`src/rtl/spi_slave_ctrl.sv`:
```
// ============================================================================
// Module      : spi_slave_ctrl
// Description : SPI mode-0 slave endpoint, MSB first. Oversamples SCLK, SS_n
//               and MOSI on clk_in and captures up to four words per frame
//               into rx_reg_1..4. It returns tx_word_1..4 on MISO and reports
//               per-word valid, end-of-frame, fragment and overrun status.
//               Optional build macro: SPI_SLAVE_MISO_TRISTATE_EN releases
//               MISO to high-impedance whenever the slave is not shifting.
// Revision    : 1.0 - initial release
// ============================================================================
`timescale 1ns/1ps
`default_nettype none

module spi_slave_ctrl #(
    parameter int DATA_BITS   = 8,
    parameter int SYNC_STAGES = 2
) (
    input  logic                 clk_in,
    input  logic                 n_rst,
    input  logic                 sclk_in,
    input  logic                 ss_n_in,
    input  logic                 mosi_in,
    output logic                 miso_out,
    input  logic [DATA_BITS-1:0] tx_word_1,
    input  logic [DATA_BITS-1:0] tx_word_2,
    input  logic [DATA_BITS-1:0] tx_word_3,
    input  logic [DATA_BITS-1:0] tx_word_4,
    output logic [DATA_BITS-1:0] rx_reg_1_out,
    output logic [DATA_BITS-1:0] rx_reg_2_out,
    output logic [DATA_BITS-1:0] rx_reg_3_out,
    output logic [DATA_BITS-1:0] rx_reg_4_out,
    output logic                 valid_out,
    output logic                 frame_done_out,
    output logic                 busy_out,
    output logic [2:0]           word_cnt_out,
    output logic                 frag_err_out,
    output logic                 overrun_out
);

    localparam int c_BIT_W    = $clog2(DATA_BITS + 1);
    // Cycles after reset during which a low SS_n means "already mid-transfer".
    localparam int c_SETTLE   = SYNC_STAGES + 1;
    localparam int c_SETTLE_W = $clog2(c_SETTLE + 1);

    typedef enum logic [1:0] {
        ST_IDLE       = 2'd0,
        ST_ARMED_WAIT = 2'd1,
        ST_SHIFT      = 2'd2
    } state_t;

    state_t                 state_q, state_d;
    logic [SYNC_STAGES-1:0] sclk_sync_q, sclk_sync_d;
    logic [SYNC_STAGES-1:0] ss_sync_q, ss_sync_d;
    logic [SYNC_STAGES-1:0] mosi_sync_q, mosi_sync_d;
    logic                   sclk_hist_q, sclk_hist_d;
    logic                   ss_hist_q, ss_hist_d;
    logic [c_SETTLE_W-1:0]  settle_q, settle_d;
    logic [c_BIT_W-1:0]     bit_cnt_q, bit_cnt_d;
    logic [2:0]             word_cnt_q, word_cnt_d;
    logic [DATA_BITS-1:0]   rx_shift_q, rx_shift_d;
    logic [DATA_BITS-1:0]   tx_shift_q, tx_shift_d;
    logic [DATA_BITS-1:0]   rx_reg_q [4];
    logic [DATA_BITS-1:0]   rx_reg_d [4];
    logic                   miso_q, miso_d;
    logic                   valid_q, valid_d;
    logic                   frame_done_q, frame_done_d;
    logic                   busy_q, busy_d;
    logic                   frag_err_q, frag_err_d;
    logic                   overrun_q, overrun_d;

    logic                   w_sclk_s, w_ss_s, w_mosi_s;
    logic                   w_sclk_rise, w_sclk_fall, w_ss_rise, w_ss_fall;
    logic [DATA_BITS-1:0]   w_rx_word;
    logic [DATA_BITS-1:0]   w_next_tx;

    assign w_sclk_s    = sclk_sync_q[SYNC_STAGES-1];
    assign w_ss_s      = ss_sync_q[SYNC_STAGES-1];
    assign w_mosi_s    = mosi_sync_q[SYNC_STAGES-1];
    assign w_sclk_rise = w_sclk_s & ~sclk_hist_q;
    assign w_sclk_fall = ~w_sclk_s & sclk_hist_q;
    assign w_ss_rise   = w_ss_s & ~ss_hist_q;
    assign w_ss_fall   = ~w_ss_s & ss_hist_q;
    assign w_rx_word   = {rx_shift_q[DATA_BITS-2:0], w_mosi_s};

    // Response word to load at a word boundary; zeros once all four are sent.
    always_comb begin
        w_next_tx = '0;
        case (word_cnt_q)
            3'd0:    w_next_tx = tx_word_1;
            3'd1:    w_next_tx = tx_word_2;
            3'd2:    w_next_tx = tx_word_3;
            3'd3:    w_next_tx = tx_word_4;
            default: w_next_tx = '0;
        endcase
    end

    // Next-state logic for synchronisers, frame FSM and datapath.
    always_comb begin
        state_d      = state_q;
        sclk_sync_d  = {sclk_sync_q[SYNC_STAGES-2:0], sclk_in};
        ss_sync_d    = {ss_sync_q[SYNC_STAGES-2:0], ss_n_in};
        mosi_sync_d  = {mosi_sync_q[SYNC_STAGES-2:0], mosi_in};
        sclk_hist_d  = w_sclk_s;
        ss_hist_d    = w_ss_s;
        settle_d     = (settle_q != '0) ? settle_q - c_SETTLE_W'(1) : settle_q;
        bit_cnt_d    = bit_cnt_q;
        word_cnt_d   = word_cnt_q;
        rx_shift_d   = rx_shift_q;
        tx_shift_d   = tx_shift_q;
        rx_reg_d     = rx_reg_q;
        miso_d       = miso_q;
        valid_d      = 1'b0;
        frame_done_d = 1'b0;
        frag_err_d   = frag_err_q;
        overrun_d    = overrun_q;

        case (state_q)
            ST_IDLE: begin
                miso_d = 1'b0;
                if ((settle_q != '0) && !w_ss_s) begin
                    // SS_n was already low when reset ended: never join mid-frame.
                    state_d = ST_ARMED_WAIT;
                end else if ((settle_q == '0) && w_ss_fall) begin
                    state_d    = ST_SHIFT;
                    tx_shift_d = tx_word_1;
                    miso_d     = tx_word_1[DATA_BITS-1];
                    rx_shift_d = '0;
                    bit_cnt_d  = '0;
                    word_cnt_d = '0;
                    frag_err_d = 1'b0;
                    overrun_d  = 1'b0;
                end
            end
            ST_ARMED_WAIT: begin
                miso_d = 1'b0;
                if (w_ss_s) begin
                    state_d = ST_IDLE;
                end
            end
            ST_SHIFT: begin
                if (w_ss_rise) begin
                    // End of frame has priority over any coincident SCLK edge.
                    state_d      = ST_IDLE;
                    frame_done_d = 1'b1;
                    miso_d       = 1'b0;
                    bit_cnt_d    = '0;
                    if (bit_cnt_q != '0) begin
                        frag_err_d = 1'b1;
                    end
                end else if (w_sclk_rise) begin
                    rx_shift_d = w_rx_word;
                    if (bit_cnt_q == c_BIT_W'(DATA_BITS - 1)) begin
                        bit_cnt_d = '0;
                        if (word_cnt_q < 3'd4) begin
                            rx_reg_d[word_cnt_q[1:0]] = w_rx_word;
                            valid_d                   = 1'b1;
                            word_cnt_d                = word_cnt_q + 3'd1;
                        end else begin
                            overrun_d = 1'b1;
                        end
                    end else begin
                        bit_cnt_d = bit_cnt_q + c_BIT_W'(1);
                    end
                end else if (w_sclk_fall) begin
                    if (bit_cnt_q == '0) begin
                        tx_shift_d = w_next_tx;
                        miso_d     = w_next_tx[DATA_BITS-1];
                    end else begin
                        tx_shift_d = {tx_shift_q[DATA_BITS-2:0], 1'b0};
                        miso_d     = tx_shift_q[DATA_BITS-2];
                    end
                end
            end
            default: begin
                state_d = ST_IDLE;
                miso_d  = 1'b0;
            end
        endcase

        busy_d = (state_d != ST_IDLE);
    end

    // State and output registers with synchronous active-low reset.
    always_ff @(posedge clk_in) begin
        if (!n_rst) begin
            state_q      <= ST_IDLE;
            sclk_sync_q  <= '0;
            ss_sync_q    <= '1;
            mosi_sync_q  <= '0;
            sclk_hist_q  <= 1'b0;
            ss_hist_q    <= 1'b1;
            settle_q     <= c_SETTLE_W'(c_SETTLE);
            bit_cnt_q    <= '0;
            word_cnt_q   <= '0;
            rx_shift_q   <= '0;
            tx_shift_q   <= '0;
            for (int i = 0; i < 4; i++) begin
                rx_reg_q[i] <= '0;
            end
            miso_q       <= 1'b0;
            valid_q      <= 1'b0;
            frame_done_q <= 1'b0;
            busy_q       <= 1'b0;
            frag_err_q   <= 1'b0;
            overrun_q    <= 1'b0;
        end else begin
            state_q      <= state_d;
            sclk_sync_q  <= sclk_sync_d;
            ss_sync_q    <= ss_sync_d;
            mosi_sync_q  <= mosi_sync_d;
            sclk_hist_q  <= sclk_hist_d;
            ss_hist_q    <= ss_hist_d;
            settle_q     <= settle_d;
            bit_cnt_q    <= bit_cnt_d;
            word_cnt_q   <= word_cnt_d;
            rx_shift_q   <= rx_shift_d;
            tx_shift_q   <= tx_shift_d;
            rx_reg_q     <= rx_reg_d;
            miso_q       <= miso_d;
            valid_q      <= valid_d;
            frame_done_q <= frame_done_d;
            busy_q       <= busy_d;
            frag_err_q   <= frag_err_d;
            overrun_q    <= overrun_d;
        end
    end

`ifdef SPI_SLAVE_MISO_TRISTATE_EN
    assign miso_out = (state_q == ST_SHIFT) ? miso_q : 1'bz;
`else
    assign miso_out = miso_q;
`endif

    assign rx_reg_1_out   = rx_reg_q[0];
    assign rx_reg_2_out   = rx_reg_q[1];
    assign rx_reg_3_out   = rx_reg_q[2];
    assign rx_reg_4_out   = rx_reg_q[3];
    assign valid_out      = valid_q;
    assign frame_done_out = frame_done_q;
    assign busy_out       = busy_q;
    assign word_cnt_out   = word_cnt_q;
    assign frag_err_out   = frag_err_q;
    assign overrun_out    = overrun_q;

endmodule

`default_nettype wire

```
`config.mk`:
```
export PLATFORM = sky130hd
export DESIGN_NAME = spi_slave_ctrl
export DESIGN_NICKNAME = d
export VERILOG_FILES = /design/src/rtl/spi_slave_ctrl.sv
export SDC_FILE = /design/constraint.sdc
export NUM_CORES = 1
export LEC_CHECK = 0
export CORE_MARGIN = 4
export CORE_UTILIZATION = 49
export DETAILED_ROUTE_END_ITERATION = 16
export PLACE_DENSITY = 0.79
export SETUP_SLACK_MARGIN = 0.2
export SYNTH_ARGS = -nofsm -noshare
export SYNTH_HDL_FRONTEND = slang
export SYNTH_SLANG_ARGS = --single-unit
```
`constraint.sdc`:
```
create_clock -name clk_in -period 2.25 [get_ports clk_in]
set_input_delay 0.225 -clock clk_in [delete_from_list [all_inputs] [get_ports clk_in]]
set_output_delay 0.225 -clock clk_in [all_outputs]
set_load 0.05 [all_outputs]
```
==> reports/results.ini <==
[clock_tree]
cts.sinks = 71
ctsResizeCount = 0
postCtsHoldBufs = 0
post-cts-setup-buffers = 0
numCtsBuffers = 9
cts_root_buf = clkbuf_8
cts_tree = built
clk_pin_slew_ps = 80
htree_num_levels = 3
clockBufferDepth = 2
worstSkewPairLatency_ps = 360

[worst_setup_path]
timing.rr.end = rx_reg_1_out[1]
startpoint_type = register
critical_path.cell_chain = clkdlybuf4s50_1
worstPathArrival_ps = 1760
reg2regPathDepth = 5
slowest_stage = clkdlybuf4s50_1
startpoint = word_cnt_out[2]
end_kind = output port
crit_type = reg2out
r2r_slack_ps = 380
path_depth = 1
critical_path.endpoint = word_cnt_out[2]
r2r-start = bit_cnt_q[0]
cp.required_ps = 2030
critPathTopFamily = buffers and inverters
path_buf_inv = 1
crit_fanout = 16
cpPeakStageDelay_ps = 870

[hold_path]
hp-class = in2reg
holdCritStartpoint = n_rst
whs_path_depth = 2

[floorplan]
die_x_um = 88.6
rows = 29
die_y_um = 88.6
die-area_um2 = 7840
core_region_area_um2 = 6310
io_pins = 78
initial_core_util_pct = 50.4

[drt]
met3_length_um = 424
drtIter0Drc = 193
dr.pass1.iters = 5
drt-met1-wl_um = 3700
vias_per_cell = 5.59
ant_nets = 0
drt-wirelength-per-cell_um = 16.1
wirelength_um = 8060
drc = 0
wl_met2_um = 3830
top_layer_used = met4
routed-via-count = 2796

[power_and_ir_drop]
seqPwrFrac_pct = 53.1
internal-power_uw = 1800
p_comb_share_pct = 7.5
powerDensity_nw_per_um2 = 582
pwr-share-clk_pct = 39.4
leakage_uw = 0.00145
p_total_uw = 2420
power_switching_uw = 624
p_sw_share_pct = 25.8
irDropWorstVdd_uv = 518

[run]
maxCapViolations = 0

[synthesis]
synth_top_area_share_pct = 44.7
synth-seq-area-share_pct = 44.7
synth_edf_count = 0
syn_area_um2 = 3180
synth_flop_cell = dfxtp_1
synthTopCellsByArea = dfxtp_1 45%, mux2i_1 10%, nand2_1 6.6%, o21ai_0 3.6%, ha_1 3.1%
ys_types = 50
postSynthAreaPerCell_um2 = 9.14
synthesis.nets = 393
synthArstFlopShare_pct = 0
ys_warn_count = 0
synth_seq_cells = 71
synth_largest_area_cell = dfxtp_1
syn-instance-count = 348

[timing]
fin_crit_sh_pct = 88.3
slew_headroom_pct = 51.1
finalMaxSlewViolations = 0
rsz0062_at_grt = no
setup_tns_ps = 0
max_freq_mhz = 504
skew_ps = 15.4
timing.hold.ws_ps = 371
hold_violations = 0
fin_crit_ps = 1990
setup_viol = 0
worst_pin_slew_ps = 733

[global_route]
antenna_found_initial = 0
grt_pass1_vias = 2748
grt_start_max_net_pins = 45
gr-usage-all-layers_pct = 22.1
overflow = 0
grt_pass1_wl_um = 13400

[layout]
syn_to_final_growth_pct = 31.0
final_cells = 500
nets = 463
layout-drive-gt1-share_pct = 8.51
diodes = 0
design_area_um2 = 4160
n_fill_cell = 508

[placed_design]
hpwl_um = 5760
dp.cells = 484
placed_area_um2 = 3970
io_buffers = 77
gp_congestion = 0.815

[run_status]
status = complete, no violations

==> power by group through the flow <==
stage	registers, µW	logic, µW	clock network, µW
6_report	1290	182	955
5_1_grt	1290	200	1020
4_1_cts	1290	182	968
3_5_place_dp	1320	181	0
3_3_place_gp	1310	178	0
2_1_floorplan	1320	92.1	0
==> per-layer routing <==
| layer | vias to the layer above | track usage (%) |
|---|---|---|
| met3 | 10 | 5.21 |
| met4 | 0 | 8.93 |
| met2 | 86 | 34.9 |
| met5 | - | 0 |
| li1 | 1384 | - |
| met1 | 1316 | 29.1 |
==> through the flow <==
step	worst slack (ps)	util (%)
finish	264	66.0
global route	212	66.0
floorplan	215	-
CTS	264	65.9
global placement	421	62.9
detailed placement	321	62.9
==> how the worst min path moves through the flow <==
stage                         to  slack (ps)
global placement    ss_sync_q[1]         390
CTS                  settle_q[0]         360
global route         settle_q[0]         410
floorplan              ss_hist_q         320
detailed placement  ss_sync_q[1]         410
finish               settle_q[0]         370
==> layout make-up <==
type                    instances  area [µm²]  share of cell area [%]
clock buffers                   9         124                    2.97
clock inverters                 7        61.3                    1.47
inverters                      16        60.1                    1.44
multi-input cells             236        1580                    38.0
flip-flops and latches         71        1420                    34.2
well taps                      77        96.3                    2.31
repair buffers                 84         818                    19.7
==> flip-flops by register name, summed over array words and instances (netlist names) <==
name            count
rx_reg_2_out        8
rx_shift_q          7
busy_out            1
frag_err_out        1
rx_reg_3_out        8
bit_cnt_q           4
sclk_hist_q         1
settle_q            2
rx_reg_1_out        8
miso_out            1
mosi_sync_q         2
sclk_sync_q         2
ss_hist_q           1
tx_shift_q          7
frame_done_out      1
ss_sync_q           2
rx_reg_4_out        8
state_q             2
word_cnt_out        3
valid_out           1
overrun_out         1
==> cell families (layout without fill, tap and decap cells) <==
group / after synthesis / count (layout) / synth area share [%]
DFF: 71 / 71 / 44.7
adders and majority gates: 8 / 8 / 3.15
xor gates and xnor gates: 1 / 1 / 0.276
muxes: 33 / 33 / 10.4
AOI/OAI and AO/OA: 77 / 77 / 17.2
and+or+nand+nor: 117 / 117 / 18.5
buffers and inverters: 41 / 116 / 5.71
==> cell usage after synthesis, types with 2 or more instances <==
master    instances
nor3_1            5
a22oi_1           3
nand2_1          56
nand2b_1          9
and2_1            5
a221oi_1          6
o21ai_0          23
buf_4             4
or3_1             3
inv_1            16
a21oi_1           5
mux2i_1          32
buf_2             4
and3_1            6
nand3_1           5
a222oi_1          6
nand4_1           9
a21boi_0         10
clkbuf_1         15
nand3b_1          2
dfxtp_1          71
ha_1              8
o211ai_1          8
nor2_1            5
nor2b_1           3
nor3b_1           2
a31oi_1           3
o311ai_0          2
==> placed cells by master (no fill, tap or decap), drive strengths merged, types with 5 or more instances in the layout <==
cell type	netlist	layout
a21boi	11	11
a21oi	5	5
a221oi	6	6
a222oi	6	6
and2	5	5
and3	6	6
buf	10	8
clkbuf	15	9
clkdlybuf4s50	0	76
dfxtp	71	71
ha	8	8
inv	16	20
mux2i	32	32
nand2	56	56
nand2b	9	9
nand3	5	5
nand4	9	9
nor2	5	5
nor3	5	5
o211ai	8	8
o21ai	23	23
Note: power is estimated with default switching activity, not from simulation.
